<file path="config.mk">
export PLATFORM = sky130hd
export DESIGN_NAME = div_unit_flat
export DESIGN_NICKNAME = d
export VERILOG_FILES = /design/src/rtl/div_unit_pkg.sv /design/src/rtl/div_unit_if.sv /design/src/rtl/div_unit_step.sv /design/src/rtl/div_unit.sv /design/src/flat_wrapper.sv
export SDC_FILE = /design/constraint.sdc
export NUM_CORES = 1
export LEC_CHECK = 0
export BUFFER_PORTS_ARGS = -buffer_cell sky130_fd_sc_hd__buf_2
export CORE_MARGIN = 2
export CORE_UTILIZATION = 40
export CTS_BUF_LIST = sky130_fd_sc_hd__clkbuf_8
export CTS_CLUSTER_SIZE = 14
export DETAILED_ROUTE_END_ITERATION = 12
export PLACE_DENSITY = 0.6
export SYNTH_ARGS = -nofsm -noshare
export SYNTH_HDL_FRONTEND = slang
export SYNTH_HIERARCHICAL = 1
export SYNTH_SLANG_ARGS = --single-unit
</file>
<file path="constraint.sdc">
create_clock -name clk -period 6.3 [get_ports clk]
set_clock_uncertainty 0.05 [all_clocks]
set_input_delay 1.575 -clock clk [delete_from_list [all_inputs] [get_ports clk]]
set_output_delay 1.575 -clock clk [all_outputs]
set_load 0.02 [all_outputs]
</file>
<file path="src/rtl/div_unit_pkg.sv">
// Shared encodings for the iterative RV32M divider: operation codes from the
// decoder and the divider FSM state constants.
package div_unit_pkg;

  localparam int DIV_WIDTH = 32;

  localparam logic [1:0] DIV_OP  = 2'b00;
  localparam logic [1:0] DIVU_OP = 2'b01;
  localparam logic [1:0] REM_OP  = 2'b10;
  localparam logic [1:0] REMU_OP = 2'b11;

  localparam logic [1:0] S_IDLE = 2'd0;
  localparam logic [1:0] S_CALC = 2'd1;
  localparam logic [1:0] S_FIN  = 2'd2;

endpackage

</file>
<file path="src/rtl/div_unit_if.sv">
// Execute-stage request/response bundle between the issue logic (master) and
// the divider (slave).
interface div_unit_if #(
  parameter int WIDTH = 32
);
  logic             start;
  logic [1:0]       div_ctrl;
  logic [WIDTH-1:0] a;
  logic [WIDTH-1:0] b;
  logic             busy;
  logic             done;
  logic [WIDTH-1:0] result;
  logic             div_by_zero;

  modport master (
    output start, div_ctrl, a, b,
    input  busy, done, result, div_by_zero
  );

  modport slave (
    input  start, div_ctrl, a, b,
    output busy, done, result, div_by_zero
  );
endinterface

</file>
<file path="src/rtl/div_unit_step.sv">
// One restoring-division iteration: shift {rem,quo} left by one and subtract
// the divisor from the partial remainder when it fits.
module div_unit_step #(
  parameter int WIDTH = 32
) (
  input  logic [WIDTH-1:0] i_rem,
  input  logic [WIDTH-1:0] i_quo,
  input  logic [WIDTH-1:0] i_divisor,
  output logic [WIDTH-1:0] o_rem,
  output logic [WIDTH-1:0] o_quo
);

  // Shifted remainder needs WIDTH+1 bits because the divisor may use all WIDTH.
  logic [WIDTH:0]   w_shift;
  logic [WIDTH:0]   w_trial;
  logic             w_fits;

  assign w_shift = {i_rem, i_quo[WIDTH-1]};
  assign w_fits  = (w_shift >= {1'b0, i_divisor});
  assign w_trial = w_shift - {1'b0, i_divisor};
  assign o_rem   = w_fits ? w_trial[WIDTH-1:0] : w_shift[WIDTH-1:0];
  assign o_quo   = {i_quo[WIDTH-2:0], w_fits};

endmodule

</file>
<file path="src/rtl/div_unit.sv">
// Iterative RV32M divider (DIV/DIVU/REM/REMU), one quotient bit per cycle,
// with single-cycle handling of divide-by-zero and signed overflow.
module div_unit
  import div_unit_pkg::*;
#(
  parameter int WIDTH = DIV_WIDTH
) (
  input  logic     clk,
  input  logic     reset,
  div_unit_if.slave bus
);

  localparam int CNT_W = $clog2(WIDTH);

  logic [1:0]       r_state;
  logic [WIDTH-1:0] r_rem;
  logic [WIDTH-1:0] r_quo;
  logic [WIDTH-1:0] r_divisor;
  logic [CNT_W-1:0] r_cnt;
  logic             r_is_rem;
  logic             r_neg_q;
  logic             r_neg_r;
  logic             r_done;
  logic             r_dbz;
  logic [WIDTH-1:0] r_result;

  logic             w_signed;
  logic             w_is_rem;
  logic             w_b_zero;
  logic             w_ovf;
  logic [WIDTH-1:0] w_a_mag;
  logic [WIDTH-1:0] w_b_mag;
  logic [WIDTH-1:0] w_special_res;
  logic [WIDTH-1:0] w_next_rem;
  logic [WIDTH-1:0] w_next_quo;
  logic [WIDTH-1:0] w_final;

  assign w_signed = (bus.div_ctrl == DIV_OP) || (bus.div_ctrl == REM_OP);
  assign w_is_rem = !((bus.div_ctrl == DIV_OP) || (bus.div_ctrl == DIVU_OP));
  assign w_b_zero = (bus.b == '0);
  assign w_ovf    = w_signed && (bus.a == {1'b1, {(WIDTH-1){1'b0}}}) && (bus.b == '1);
  // Negating the most-negative value yields 2^(WIDTH-1), still correct as unsigned.
  assign w_a_mag  = (w_signed && bus.a[WIDTH-1]) ? -bus.a : bus.a;
  assign w_b_mag  = (w_signed && bus.b[WIDTH-1]) ? -bus.b : bus.b;

  // NOTE: every output of a combinational block gets a default first so no latch is inferred.
  always_comb begin
    w_special_res = '0;
    if (w_b_zero) w_special_res = w_is_rem ? bus.a : '1;
    else          w_special_res = w_is_rem ? '0 : bus.a;
  end

  div_unit_step #(.WIDTH(WIDTH)) u_step (
    .i_rem     (r_rem),
    .i_quo     (r_quo),
    .i_divisor (r_divisor),
    .o_rem     (w_next_rem),
    .o_quo     (w_next_quo)
  );

  assign w_final = r_is_rem ? (r_neg_r ? -w_next_rem : w_next_rem)
                            : (r_neg_q ? -w_next_quo : w_next_quo);

  // NOTE: state registers use non-blocking assignments so all flops update together.
  always_ff @(posedge clk or negedge reset) begin
    if (!reset) begin
      r_state   <= S_IDLE;
      r_rem     <= '0;
      r_quo     <= '0;
      r_divisor <= '0;
      r_cnt     <= '0;
      r_is_rem  <= 1'b0;
      r_neg_q   <= 1'b0;
      r_neg_r   <= 1'b0;
      r_done    <= 1'b0;
      r_dbz     <= 1'b0;
      r_result  <= '0;
    end else begin
      r_done <= 1'b0;
      case (r_state)
        S_IDLE: begin
          if (bus.start) begin
            r_divisor <= w_b_mag;
            r_is_rem  <= w_is_rem;
            r_neg_q   <= w_signed && (bus.a[WIDTH-1] ^ bus.b[WIDTH-1]);
            r_neg_r   <= w_signed && bus.a[WIDTH-1];
            if (w_b_zero || w_ovf) begin
              r_result <= w_special_res;
              r_dbz    <= w_b_zero;
              r_done   <= 1'b1;
              r_state  <= S_FIN;
            end else begin
              r_rem   <= '0;
              r_quo   <= w_a_mag;
              r_cnt   <= CNT_W'(WIDTH-1);
              r_state <= S_CALC;
            end
          end
        end
        S_CALC: begin
          r_rem <= w_next_rem;
          r_quo <= w_next_quo;
          if (r_cnt == '0) begin
            r_result <= w_final;
            r_dbz    <= 1'b0;
            r_done   <= 1'b1;
            r_state  <= S_FIN;
          end else begin
            r_cnt <= r_cnt - 1'b1;
          end
        end
        S_FIN:   r_state <= S_IDLE;
        default: r_state <= S_IDLE;
      endcase
    end
  end

  assign bus.busy        = (r_state != S_IDLE);
  assign bus.done        = r_done;
  assign bus.result      = r_result;
  assign bus.div_by_zero = r_dbz;

endmodule
</file>
<file path="src/flat_wrapper.sv">
// flat-port wrapper written by rule: the top's interface ports become plain ports
module div_unit_flat import div_unit_pkg::*;
#(
  parameter int WIDTH = DIV_WIDTH
)
  (clk, reset, bus_start, bus_div_ctrl, bus_a, bus_b, bus_busy, bus_done, bus_result, bus_div_by_zero);
  div_unit_if #(.WIDTH(WIDTH)) bus_i ();
  input  logic clk;
  input  logic reset;
  input wire logic [$bits(bus_i.start)-1:0] bus_start;
  input wire logic [$bits(bus_i.div_ctrl)-1:0] bus_div_ctrl;
  input wire logic [$bits(bus_i.a)-1:0] bus_a;
  input wire logic [$bits(bus_i.b)-1:0] bus_b;
  output wire logic [$bits(bus_i.busy)-1:0] bus_busy;
  output wire logic [$bits(bus_i.done)-1:0] bus_done;
  output wire logic [$bits(bus_i.result)-1:0] bus_result;
  output wire logic [$bits(bus_i.div_by_zero)-1:0] bus_div_by_zero;
  assign bus_i.start = bus_start;
  assign bus_i.div_ctrl = bus_div_ctrl;
  assign bus_i.a = bus_a;
  assign bus_i.b = bus_b;
  assign bus_busy = bus_i.busy;
  assign bus_done = bus_i.done;
  assign bus_result = bus_i.result;
  assign bus_div_by_zero = bus_i.div_by_zero;
  div_unit #(.WIDTH(WIDTH)) u_core (.clk(clk), .reset(reset), .bus(bus_i));
endmodule
</file>
==> flow_metrics.py, run 1 <==
metrics = {
    "worst_setup_path": {
        "path_cells": "ha_1, nand4_1, nor3_1, o211ai_1, nor4b_4, o21ai_2, a31oi_4, o21a_4, inv_2, mux2_2, nor4b_1, nand4_1, o41ai_1, xnor2_1, a22oi_1, a41oi_1",
        "path_max_fanout": 32,
        "slowest_delay_ps": 660,
        "critPathArrivalTime_ps": 6130,
        "worst_setup_path_start_kind": "register",
        "crit_cells": 16,
        "reg2reg_depth": 16,
        "cp-startpoint": "u_core/r_rem[9]$_DFFE_PN0P_",
        "reg2reg_from": "u_core/r_rem[9]$_DFFE_PN0P_",
        "critPathTopFamily": "simple AND/OR/NAND/NOR gates",
        "worstPathBufferInverterCount": 1,
        "reg2reg_to": "u_core/bus.result[24]$_DFFE_PN0P_",
        "end_kind": "register",
        "rrSetupSlack_ps": 510,
        "endpoint": "u_core/bus.result[24]$_DFFE_PN0P_",
        "cp_common_cell": "nand4_1",
        "crit_type": "reg -> reg",
        "required_ps": 6640,
        "cpMaxStageDelayCell": "nor4b_1",
    },
    "detailed_routing": {
        "wl_per_cell_um": 21.36,
        "wl_met2_um": 17490,
        "wl_met1_um": 18970,
        "drcViolationCount": 0,
        "drt_first_pass_iters": 6,
        "routed_via_density": 6.006,
        "drtAntennaViolNets": 0,
        "wl_um": 40920,
        "drtIter0Drc": 1325,
        "highest_layer": "met4",
        "wl_met3_um": 3634,
        "vias": 11510,
    },
    "layout": {
        "antenna_cells": 0,
        "multi_input_area_sq_um": 7640,
        "instances_no_fill": 1916,
        "seq_area_sq_um": 3503,
        "syn2layout_area_growth_pct": 7.588,
        "final_cell_area_sq_um": 12990,
        "fillers": 3069,
        "final_cell_mix": "nand2_1 (189), dfrtp_1 (140), o21ai_0 (111)",
        "num-nets-final": 1622,
        "layout-drive-gt1-share": 0.1494,
        "final_common_cell": "nand2_1",
    },
    "yosys": {
        "syn_area_sq_um": 12070,
        "synth_top_flop_cell": "dfrtp_1",
        "yosysSeqAreaShare": 0.2902,
        "yosys_warnings": 6,
        "synth_fp_nets": 1610,
        "async_flop_share": 1.000,
        "syn_avg_cell_area_sq_um": 8.042,
        "synth_edf_count": 0,
        "synthCells": 1501,
        "ys_ff_latch": 140,
        "ys_types": 87,
    },
    "placed_design": {
        "placed_cell_area_sq_um": 12580,
        "port_buffers": 103,
        "hpwl_um": 30900,
        "routabilityCongestion": 0.9405,
        "dp.cells": 1884,
    },
    "job": {
        "cap_viol_max_count": 0,
    },
    "cts": {
        "cts_setup_buffers": 0,
        "postCtsHoldBufs": 0,
        "cts_root_buf": "clkbuf_8",
        "htree_num_levels": 4,
        "cts.clk_slew.worst_paths_ps": 100,
        "cts_buffers": 17,
        "worstSkewPairLatency_ps": 480,
        "cts_resized": 0,
        "clockBufferDepth": 2,
        "cts_tree": "yes",
        "cts_sinks": 140,
    },
    "die": {
        "die_y_um": 177.7,
        "die_w_um": 177.7,
        "boundaryPins": 104,
        "initial_core_util": 0.4073,
        "core_area_sq_um": 29640,
        "num_rows": 63,
        "dieArea_sq_um": 31580,
    },
    "pwr": {
        "max-vdd-ir-drop_mv": 0.3062,
        "power.density_nw_per_um2": 701.5,
        "p_leak_uw": 0.005238,
    },
    "global_routing": {
        "grt_antenna_before_repair": 0,
        "grt_max_degree": 88,
        "grt_pass1_wl_um": 63330,
        "grt.total_usage": 0.2624,
        "grt_pass1_vias": 10580,
        "grt_overflow": 0,
    },
    "hold_path": {
        "min_path_type": "reg -> reg",
        "min_from": "u_core/r_divisor[20]$_DFFE_PN0P_",
    },
    "timing": {
        "min_period_ps": 5792,
        "tns_ps": 0,
        "finalHoldViolCount": 0,
        "setup_viol": 0,
        "rsz0062_at_grt": "no",
        "maxSlewViolCount": 0,
        "worstMarginPinSlew_ps": 1288,
        "fmax_mhz": 172.7,
        "relSlewSlack": 0.1380,
        "finalCritPeriodShare": 0.9193,
    },
    "outcome": {
        "status": "complete, no violations",
    },
}
==> cell usage after synthesis (all sizes together) (10+ instances only) <==
| cell type | n | area [sq um] |
|---|---|---|
| nor2b | 10 | 62.56 |
| o22ai | 13 | 81.33 |
| or4 | 12 | 95.09 |
| mux2i | 14 | 140.1 |
| xnor2 | 93 | 814.5 |
| nand2 | 189 | 709.4 |
| o41ai | 19 | 166.4 |
| nor2 | 80 | 300.3 |
| inv | 78 | 292.8 |
| nor4 | 24 | 150.1 |
| buf | 46 | 344.1 |
| nor3 | 45 | 225.2 |
| mux2 | 38 | 461.7 |
| ha | 39 | 488.0 |
| a31oi | 30 | 202.7 |
| o31ai | 29 | 217.7 |
| nand4 | 29 | 187.7 |
| nand3 | 64 | 320.3 |
| or3 | 16 | 105.1 |
| dfrtp | 140 | 3503 |
| maj3 | 16 | 161.4 |
| a21oi | 58 | 294.0 |
| xor2 | 41 | 359.1 |
| o21ai | 113 | 580.6 |
| clkbuf | 81 | 304.0 |
| o211ai | 18 | 135.1 |
| o311ai | 15 | 131.4 |
==> metrics by stage <==
step | utilization | power [uW] | hold WS, ps | setup WS [ps]
6_report | 0.4382 | 9109 | 433.0 | 508.2
5_1_grt | 0.4382 | 9808 | 470.0 | 1.406
4_1_cts | 0.4382 | 9020 | 439.6 | 627.7
3_5_place_dp | 0.4244 | 8200 | 422.2 | 579.1
3_3_place_gp | 0.4244 | 8153 | 401.9 | 798.2
2_1_floorplan | - | 6617 | 388.7 | 1596
==> state kept, by name (all words and copies together) (netlist names) <==
| register | cells |
|---|---|
| u_core/r_neg_q | 1 |
| u_core/bus.div_by_zero | 1 |
| u_core/r_is_rem | 1 |
| u_core/bus.result | 32 |
| u_core/bus.done | 1 |
| u_core/r_state | 2 |
| u_core/r_cnt | 5 |
| u_core/r_quo | 32 |
| u_core/r_neg_r | 1 |
| u_core/r_rem | 32 |
| u_core/r_divisor | 32 |
==> worst min-delay path, delay by kind of cell, from the launching register on <==
family / cells / cell delay, ps
flops: 1 / 350
simple gates: 1 / 50
compound gates: 1 / 60
==> cell families (layout without fill, tap and decap cells) <==
kind of cell | after synthesis | after routing | synth area share
adder cells (fa/ha/maj) | 56 | 56 | 0.05546
multiplexers | 52 | 52 | 0.04986
buffers and inverters | 206 | 231 | 0.07826
AO/OA/AOI/OAI | 389 | 389 | 0.2157
XOR/XNOR | 134 | 134 | 0.09723
AND/OR/NAND/NOR | 524 | 524 | 0.2132
flip-flops | 140 | 140 | 0.2902
==> worst min path at each step <==
stage | end | slack (ps) | cells past startpoint
2_1_floorplan | u_core/r_divisor[14]$_DFFE_PN0P_ | 390 | 2
3_3_place_gp | u_core/r_divisor[14]$_DFFE_PN0P_ | 400 | 2
3_5_place_dp | u_core/r_divisor[18]$_DFFE_PN0P_ | 420 | 2
4_1_cts | u_core/r_divisor[18]$_DFFE_PN0P_ | 440 | 2
5_1_grt | u_core/r_divisor[8]$_DFFE_PN0P_ | 470 | 2
6_report | u_core/r_divisor[20]$_DFFE_PN0P_ | 430 | 2
==> final cells by class <==
cell class | count | area share
flip-flops and latches | 140 | 0.2698
clock inverters | 15 | 0.01349
inverters | 79 | 0.02283
well taps | 390 | 0.03758
clock buffers | 17 | 0.01802
multi-input cells | 1155 | 0.5883
repair buffers | 120 | 0.05000
==> where the power goes <==
part | switching (uW) | leakage, uW | internal (uW) | total [uW]
Combinational | 3890 | 0.00336 | 2550 | 6440
Sequential | 540 | 0.00168 | 1340 | 1880
Clock | 399 | 0.000197 | 391 | 789
==> routing by layer <==
layer,vias up,GRT usage
met1,5504,0.3943
met4,0,0.07001
li1,5456,-
met2,497,0.3781
met3,51,0.05377
met5,-,0
No activity file was read; power rests on OpenSTA's default activity.
==> inputs of run 2 (changes only) <==
--- a/config.mk
+++ b/config.mk
@@ -6,12 +6,14 @@
 export NUM_CORES = 1
 export LEC_CHECK = 0
 export BUFFER_PORTS_ARGS = -buffer_cell sky130_fd_sc_hd__buf_2
+export CELL_PAD_IN_SITES_DETAIL_PLACEMENT = 2
+export CELL_PAD_IN_SITES_GLOBAL_PLACEMENT = 2
 export CORE_MARGIN = 2
-export CORE_UTILIZATION = 40
+export CORE_UTILIZATION = 38
 export CTS_BUF_LIST = sky130_fd_sc_hd__clkbuf_8
 export CTS_CLUSTER_SIZE = 14
 export DETAILED_ROUTE_END_ITERATION = 12
-export PLACE_DENSITY = 0.6
+export PLACE_DENSITY = 0.87
 export SYNTH_ARGS = -nofsm -noshare
 export SYNTH_HDL_FRONTEND = slang
 export SYNTH_HIERARCHICAL = 1
==> flow_metrics.py, run 2 (synthesis results as in run 1) <==
metrics = {
    "worst_setup_path": {
        "required_ps": 6650,
        "critPathTopFamily": "compound AO/OA/AOI/OAI gates",
        "path_max_fanout": 32,
        "critPathArrivalTime_ps": 6300,
        "slowest_delay_ps": 730,
        "rrSetupSlack_ps": 350,
        "end_kind": "register",
        "crit_type": "reg -> reg",
        "reg2reg_to": "u_core/bus.result[8]$_DFFE_PN0P_",
        "worstPathBufferInverterCount": 1,
        "reg2reg_depth": 16,
        "worst_setup_path_start_kind": "register",
        "cpMaxStageDelayCell": "or4b_2",
        "reg2reg_from": "u_core/r_rem[6]$_DFFE_PN0P_",
        "path_cells": "ha_1, a21oi_2, a211oi_1, or3_4, nor4b_4, o21ai_2, a31oi_4, o21a_4, clkinv_2, mux2_2, or4b_2, o41ai_1, xnor2_1, mux2i_1, mux2i_1, mux2_2",
    },
    "timing": {
        "relSlewSlack": 0.1394,
        "min_period_ps": 5946,
        "finalHoldViolCount": 0,
        "tns_ps": 0,
        "setup_viol": 0,
        "rsz0062_at_grt": "no",
        "worstMarginPinSlew_ps": 1291,
        "finalCritPeriodShare": 0.9439,
        "fmax_mhz": 168.2,
        "maxSlewViolCount": 0,
    },
    "global_routing": {
        "grt.total_usage": 0.3198,
        "grt_antenna_before_repair": 2,
        "grt_max_degree": 94,
        "grt_overflow": 0,
        "grt_pass1_wl_um": 81950,
        "grt_pass1_vias": 13290,
    },
    "die": {
        "boundaryPins": 104,
        "die_w_um": 182.2,
        "dieArea_sq_um": 33210,
        "die_y_um": 182.2,
        "initial_core_util": 0.3845,
        "core_area_sq_um": 31390,
        "num_rows": 65,
    },
    "layout": {
        "num-nets-final": 1630,
        "layout-drive-gt1-share": 0.1545,
        "final_common_cell": "nand2_1",
        "syn2layout_area_growth_pct": 8.521,
        "final_cell_area_sq_um": 13100,
        "final_cell_mix": "nand2_1 (189), dfrtp_1 (140), o21ai_0 (111)",
        "fillers": 3579,
    },
    "placed_design": {
        "routabilityCongestion": 0.9076,
        "port_buffers": 103,
        "placed_cell_area_sq_um": 12640,
        "hpwl_um": 37370,
    },
    "cts": {
        "cts.clk_slew.worst_paths_ps": 110,
        "htree_num_levels": 4,
        "cts_buffers": 17,
        "cts_tree": "yes",
        "cts_sinks": 140,
        "worstSkewPairLatency_ps": 500,
        "cts_root_buf": "clkbuf_8",
        "clockBufferDepth": 2,
    },
    "detailed_routing": {
        "drtIter0Drc": 1245,
        "vias": 12480,
        "drcViolationCount": 0,
        "wl_um": 52890,
        "wl_per_cell_um": 27.30,
        "routed_via_density": 6.442,
        "drtAntennaViolNets": 0,
        "drt_first_pass_iters": 6,
    },
    "hold_path": {
        "min_from": "u_core/r_divisor[18]$_DFFE_PN0P_",
        "min_path_type": "reg -> reg",
        "min_to": "u_core/r_divisor[18]$_DFFE_PN0P_",
        "min_path_cells": 2,
    },
    "job": {
        "cap_viol_max_count": 0,
    },
    "outcome": {
        "status": "complete, no violations",
    },
}
## run 2: worst max-delay path by stage
stage,startpoint,to,slack [ps],cells past startpoint
2_1_floorplan,u_core/r_rem[9]$_DFFE_PN0P_,u_core/bus.result[27]$_DFFE_PN0P_,1600,18
3_3_place_gp,u_core/r_rem[10]$_DFFE_PN0P_,u_core/bus.result[24]$_DFFE_PN0P_,670,16
3_5_place_dp,u_core/r_rem[8]$_DFFE_PN0P_,u_core/bus.result[24]$_DFFE_PN0P_,380,16
4_1_cts,u_core/r_rem[8]$_DFFE_PN0P_,u_core/bus.result[16]$_DFFE_PN0P_,300,16
5_1_grt,u_core/r_rem[6]$_DFFE_PN0P_,u_core/bus.result[27]$_DFFE_PN0P_,110,16
6_report,u_core/r_rem[6]$_DFFE_PN0P_,u_core/bus.result[8]$_DFFE_PN0P_,350,16
## run 2: worst min-delay path: stages, from the launching register on
cell	delay, ps
dfrtp_1	350
nand2_1	50
o21ai_0	60
## run 2: cell type report
class                   instances  area, sq um  share of cell area
diodes                          1        2.502           0.0001910
clock buffers                  17        234.0             0.01786
clock inverters                15        198.9             0.01519
inverters                      79        297.8             0.02273
multi-input cells            1155         7650              0.5840
flip-flops and latches        140         3503              0.2675
well taps                     402        503.0             0.03840
repair buffers                128        709.4             0.05416
## run 2: through the flow
step	utilization	worst slack, ps	instances	hold slack (ps)
after detailed placement	0.4026	379.9	1901	420.8
final	0.4173	353.7	1937	432.4
after global routing	0.4172	110.2	1936	489.2
after floorplan	-	1596	1501	388.7
after global placement	0.4026	673.3	1901	402.9
after CTS	0.4164	296.4	1933	438.1
## run 2: repair_timing
action                                  in CTS  in global routing
resized for setup                            0                  1
buffers inserted                             0                  3
endpoints found under the setup margin       0                  8
hold buffers                                 0                  0
endpoints found under the hold margin        0                  0
## run 2: routing by layer
layer  vias to the layer above  track usage  part of all wire
li1                       5457            -                 -
met1                      6369       0.4281              0.43
met2                       535       0.5124              0.47
met3                       117      0.04770             0.064
met4                         0       0.1429             0.041
met5                         -            0                 0
Power of run 2 is left out: the tool's default activity adds up to more than one toggle a clock period on the data nets, which glitch-free logic cannot reach.
==> inputs of run 3 (changes only) <==
--- a/config.mk
+++ b/config.mk
@@ -5,15 +5,17 @@
 export SDC_FILE = /design/constraint.sdc
 export NUM_CORES = 1
 export LEC_CHECK = 0
+export ABC_AREA = 1
 export BUFFER_PORTS_ARGS = -buffer_cell sky130_fd_sc_hd__buf_2
 export CELL_PAD_IN_SITES_DETAIL_PLACEMENT = 2
 export CELL_PAD_IN_SITES_GLOBAL_PLACEMENT = 2
 export CORE_MARGIN = 2
-export CORE_UTILIZATION = 38
+export CORE_UTILIZATION = 33
 export CTS_BUF_LIST = sky130_fd_sc_hd__clkbuf_8
 export CTS_CLUSTER_SIZE = 14
 export DETAILED_ROUTE_END_ITERATION = 12
-export PLACE_DENSITY = 0.87
+export MAX_ROUTING_LAYER = met4
+export PLACE_DENSITY = 0.86
 export SYNTH_ARGS = -nofsm -noshare
 export SYNTH_HDL_FRONTEND = slang
 export SYNTH_HIERARCHICAL = 1
==> flow_metrics.py, run 3 <==
metrics = {
    "timing": {
        "finalHoldViolCount": 0,
        "rsz0062_at_grt": "no",
        "finalCritPeriodShare": 0.8091,
        "fmax_mhz": 196.2,
        "tns_ps": 0,
        "setup_viol": 0,
        "worstMarginPinSlew_ps": 1112,
        "maxSlewViolCount": 0,
        "relSlewSlack": 0.2588,
        "min_period_ps": 5098,
        "fin_ws_ps": 1202,
    },
    "detailed_routing": {
        "drcViolationCount": 0,
        "drtIter0Drc": 1265,
        "wl_um": 73740,
        "drt_first_pass_iters": 5,
        "vias": 17700,
        "drtAntennaViolNets": 0,
        "wl_per_cell_um": 23.30,
        "routed_via_density": 5.592,
    },
    "global_routing": {
        "grt_antenna_before_repair": 9,
        "grt_max_degree": 65,
        "grt_overflow": 0,
        "grt_pass1_vias": 18910,
        "grt.total_usage": 0.3267,
        "grt_pass1_wl_um": 112900,
    },
    "cts": {
        "cts_setup_buffers": 0,
        "cts_tree": "yes",
        "htree_num_levels": 4,
        "postCtsHoldBufs": 0,
        "cts_buffers": 17,
        "worstSkewPairLatency_ps": 530,
        "cts_root_buf": "clkbuf_8",
        "cts.clk_slew.worst_paths_ps": 100,
        "clockBufferDepth": 2,
        "cts_sinks": 140,
        "cts_resized": 0,
    },
    "die": {
        "num_rows": 77,
        "die_y_um": 214.3,
        "initial_core_util": 0.3323,
        "boundaryPins": 104,
        "dieArea_sq_um": 45930,
        "core_area_sq_um": 43930,
        "die_w_um": 214.3,
    },
    "worst_setup_path": {
        "rrSetupSlack_ps": 1200,
        "reg2reg_from": "u_core/r_divisor[30]$_DFFE_PN0P_",
        "end_kind": "register",
        "reg2reg_depth": 21,
        "crit_type": "reg -> reg",
        "worst_setup_path_start_kind": "register",
        "required_ps": 6720,
        "path_max_fanout": 37,
        "critPathArrivalTime_ps": 5520,
        "reg2reg_to": "u_core/bus.result[16]$_DFFE_PN0P_",
    },
    "yosys": {
        "syn_area_sq_um": 14600,
        "yosysSeqAreaShare": 0.2400,
        "yosys-top-cells-area": "nand2_1 (24%), dfrtp_1 (24%), nand3_1 (12%)",
        "synth_largest_area_cell": "nand2_1",
        "ys_types": 45,
        "ys_ff_latch": 140,
        "yosysMostFrequentCell": "nand2_1",
        "synth_common_cells": "nand2_1 (935), nand3_1 (345), inv_1 (306)",
        "synthCells": 2542,
        "synth_top_area_share": 0.2404,
        "synth_top_flop_cell": "dfrtp_1",
        "syn_avg_cell_area_sq_um": 5.742,
        "synth_edf_count": 0,
        "yosys_warnings": 6,
        "async_flop_share": 1.000,
        "synth_fp_nets": 2651,
    },
    "hold_path": {
        "min_to": "u_core/bus.result[24]$_DFFE_PN0P_",
        "min_path_cells": 2,
        "min_from": "u_core/bus.result[24]$_DFFE_PN0P_",
        "min_path_type": "reg -> reg",
    },
    "layout": {
        "num-nets-final": 2662,
        "final_common_cell": "nand2_1",
        "seq_area_sq_um": 3503,
        "layout-drive-gt1-share": 0.08223,
        "fillers": 5749,
        "final_cell_mix": "nand2_1 (935), nand3_1 (345), inv_1 (306)",
        "syn2layout_area_growth_pct": 7.415,
        "multi_input_area_sq_um": 9179,
    },
    "placed_design": {
        "port_buffers": 103,
        "place_ws_ps": 1484,
        "routabilityCongestion": 0.9594,
        "hpwl_um": 55260,
    },
    "job": {
        "cap_viol_max_count": 0,
    },
    "outcome": {
        "status": "complete, no violations",
    },
}
## run 3: cell types whose count changed after synthesis, sizes merged, moves of 19 or more
cell and change:
nand3 +299, o41ai -19, mux2 -38, nor2 +168, nand2 +754, a31oi -26, o31ai -26, o21ai +45
nor3 -19, inv +231, buf +30, xnor2 -89, clkbuf -29, nor4 -23
## run 3: kinds of logic (layout without fill, tap and decap cells)
group / Yosys count / count (layout) / synth area share
simple gates: 1653 / 1653 / 0.4862
buf+inv: 438 / 462 / 0.1320
compound gates: 229 / 229 / 0.08178
fa+ha+maj: 40 / 40 / 0.03480
xor+xnor: 42 / 42 / 0.02520
flops: 140 / 140 / 0.2400
other cells: 0 / 7 / 0
## run 3: metal layers
layer  part of all wire  vias up  global-route usage
met3              0.064      152             0.07135
met1               0.43     8944              0.3985
li1                   -     8036                   -
met5                  0        -                   -
met4              0.044        0              0.1493
met2               0.47      567              0.5165
## run 3: stage by stage
stage          instances  area [sq um]  hold slack, ps  utilization
2_1_floorplan       2542         14600           399.0            -
3_3_place_gp        3126         15240           408.7       0.3469
3_5_place_dp        3126         15240           412.8       0.3469
4_1_cts             3158         15660           446.0       0.3565
5_1_grt             3165         15680           476.3       0.3569
6_report            3165         15680           435.3       0.3569
## run 3: worst max-delay path by stage
stage                                     startpoint                                end  slack [ps]  cells past startpoint
floorplan                u_core/r_rem[2]$_DFFE_PN0P_  u_core/bus.result[18]$_DFFE_PN0P_        3120                     27
global placement    u_core/r_divisor[30]$_DFFE_PN0P_  u_core/bus.result[20]$_DFFE_PN0P_        1690                     22
detailed placement  u_core/r_divisor[30]$_DFFE_PN0P_  u_core/bus.result[16]$_DFFE_PN0P_        1480                     21
CTS                 u_core/r_divisor[30]$_DFFE_PN0P_  u_core/bus.result[16]$_DFFE_PN0P_        1370                     21
global route        u_core/r_divisor[30]$_DFFE_PN0P_  u_core/bus.result[20]$_DFFE_PN0P_         920                     23
finish              u_core/r_divisor[30]$_DFFE_PN0P_  u_core/bus.result[16]$_DFFE_PN0P_        1200                     21
## run 3: cell type report
cell class	instances	area share
Tap cell	592	0.04724
Timing Repair Buffer	120	0.04142
Multi-Input combinational cell	1964	0.5854
Sequential cell	140	0.2234
Clock inverter	15	0.01205
Clock buffer	17	0.01492
Antenna cell	7	0.001117
Inverter	310	0.07438
## run 3: worst max-delay path: stages (launching register included)
cell and delay [ps]:
dfrtp_1 480, inv_1 90, ha_1 490, nand2_1 200, nor3_2 190, nand2_1 150
nor3_2 260, nand2_4 340, nand2_8 390, o21ai_0 210, inv_1 160, ha_1 250
nand3_1 100, nand2_1 140, nand2_1 170, nor2_1 600, nand2_1 140, nand2_1 120
nand3_1 140, nand3_1 110, nand3_1 90, nand2_1 100
Power of run 3 is left out for the same reason.
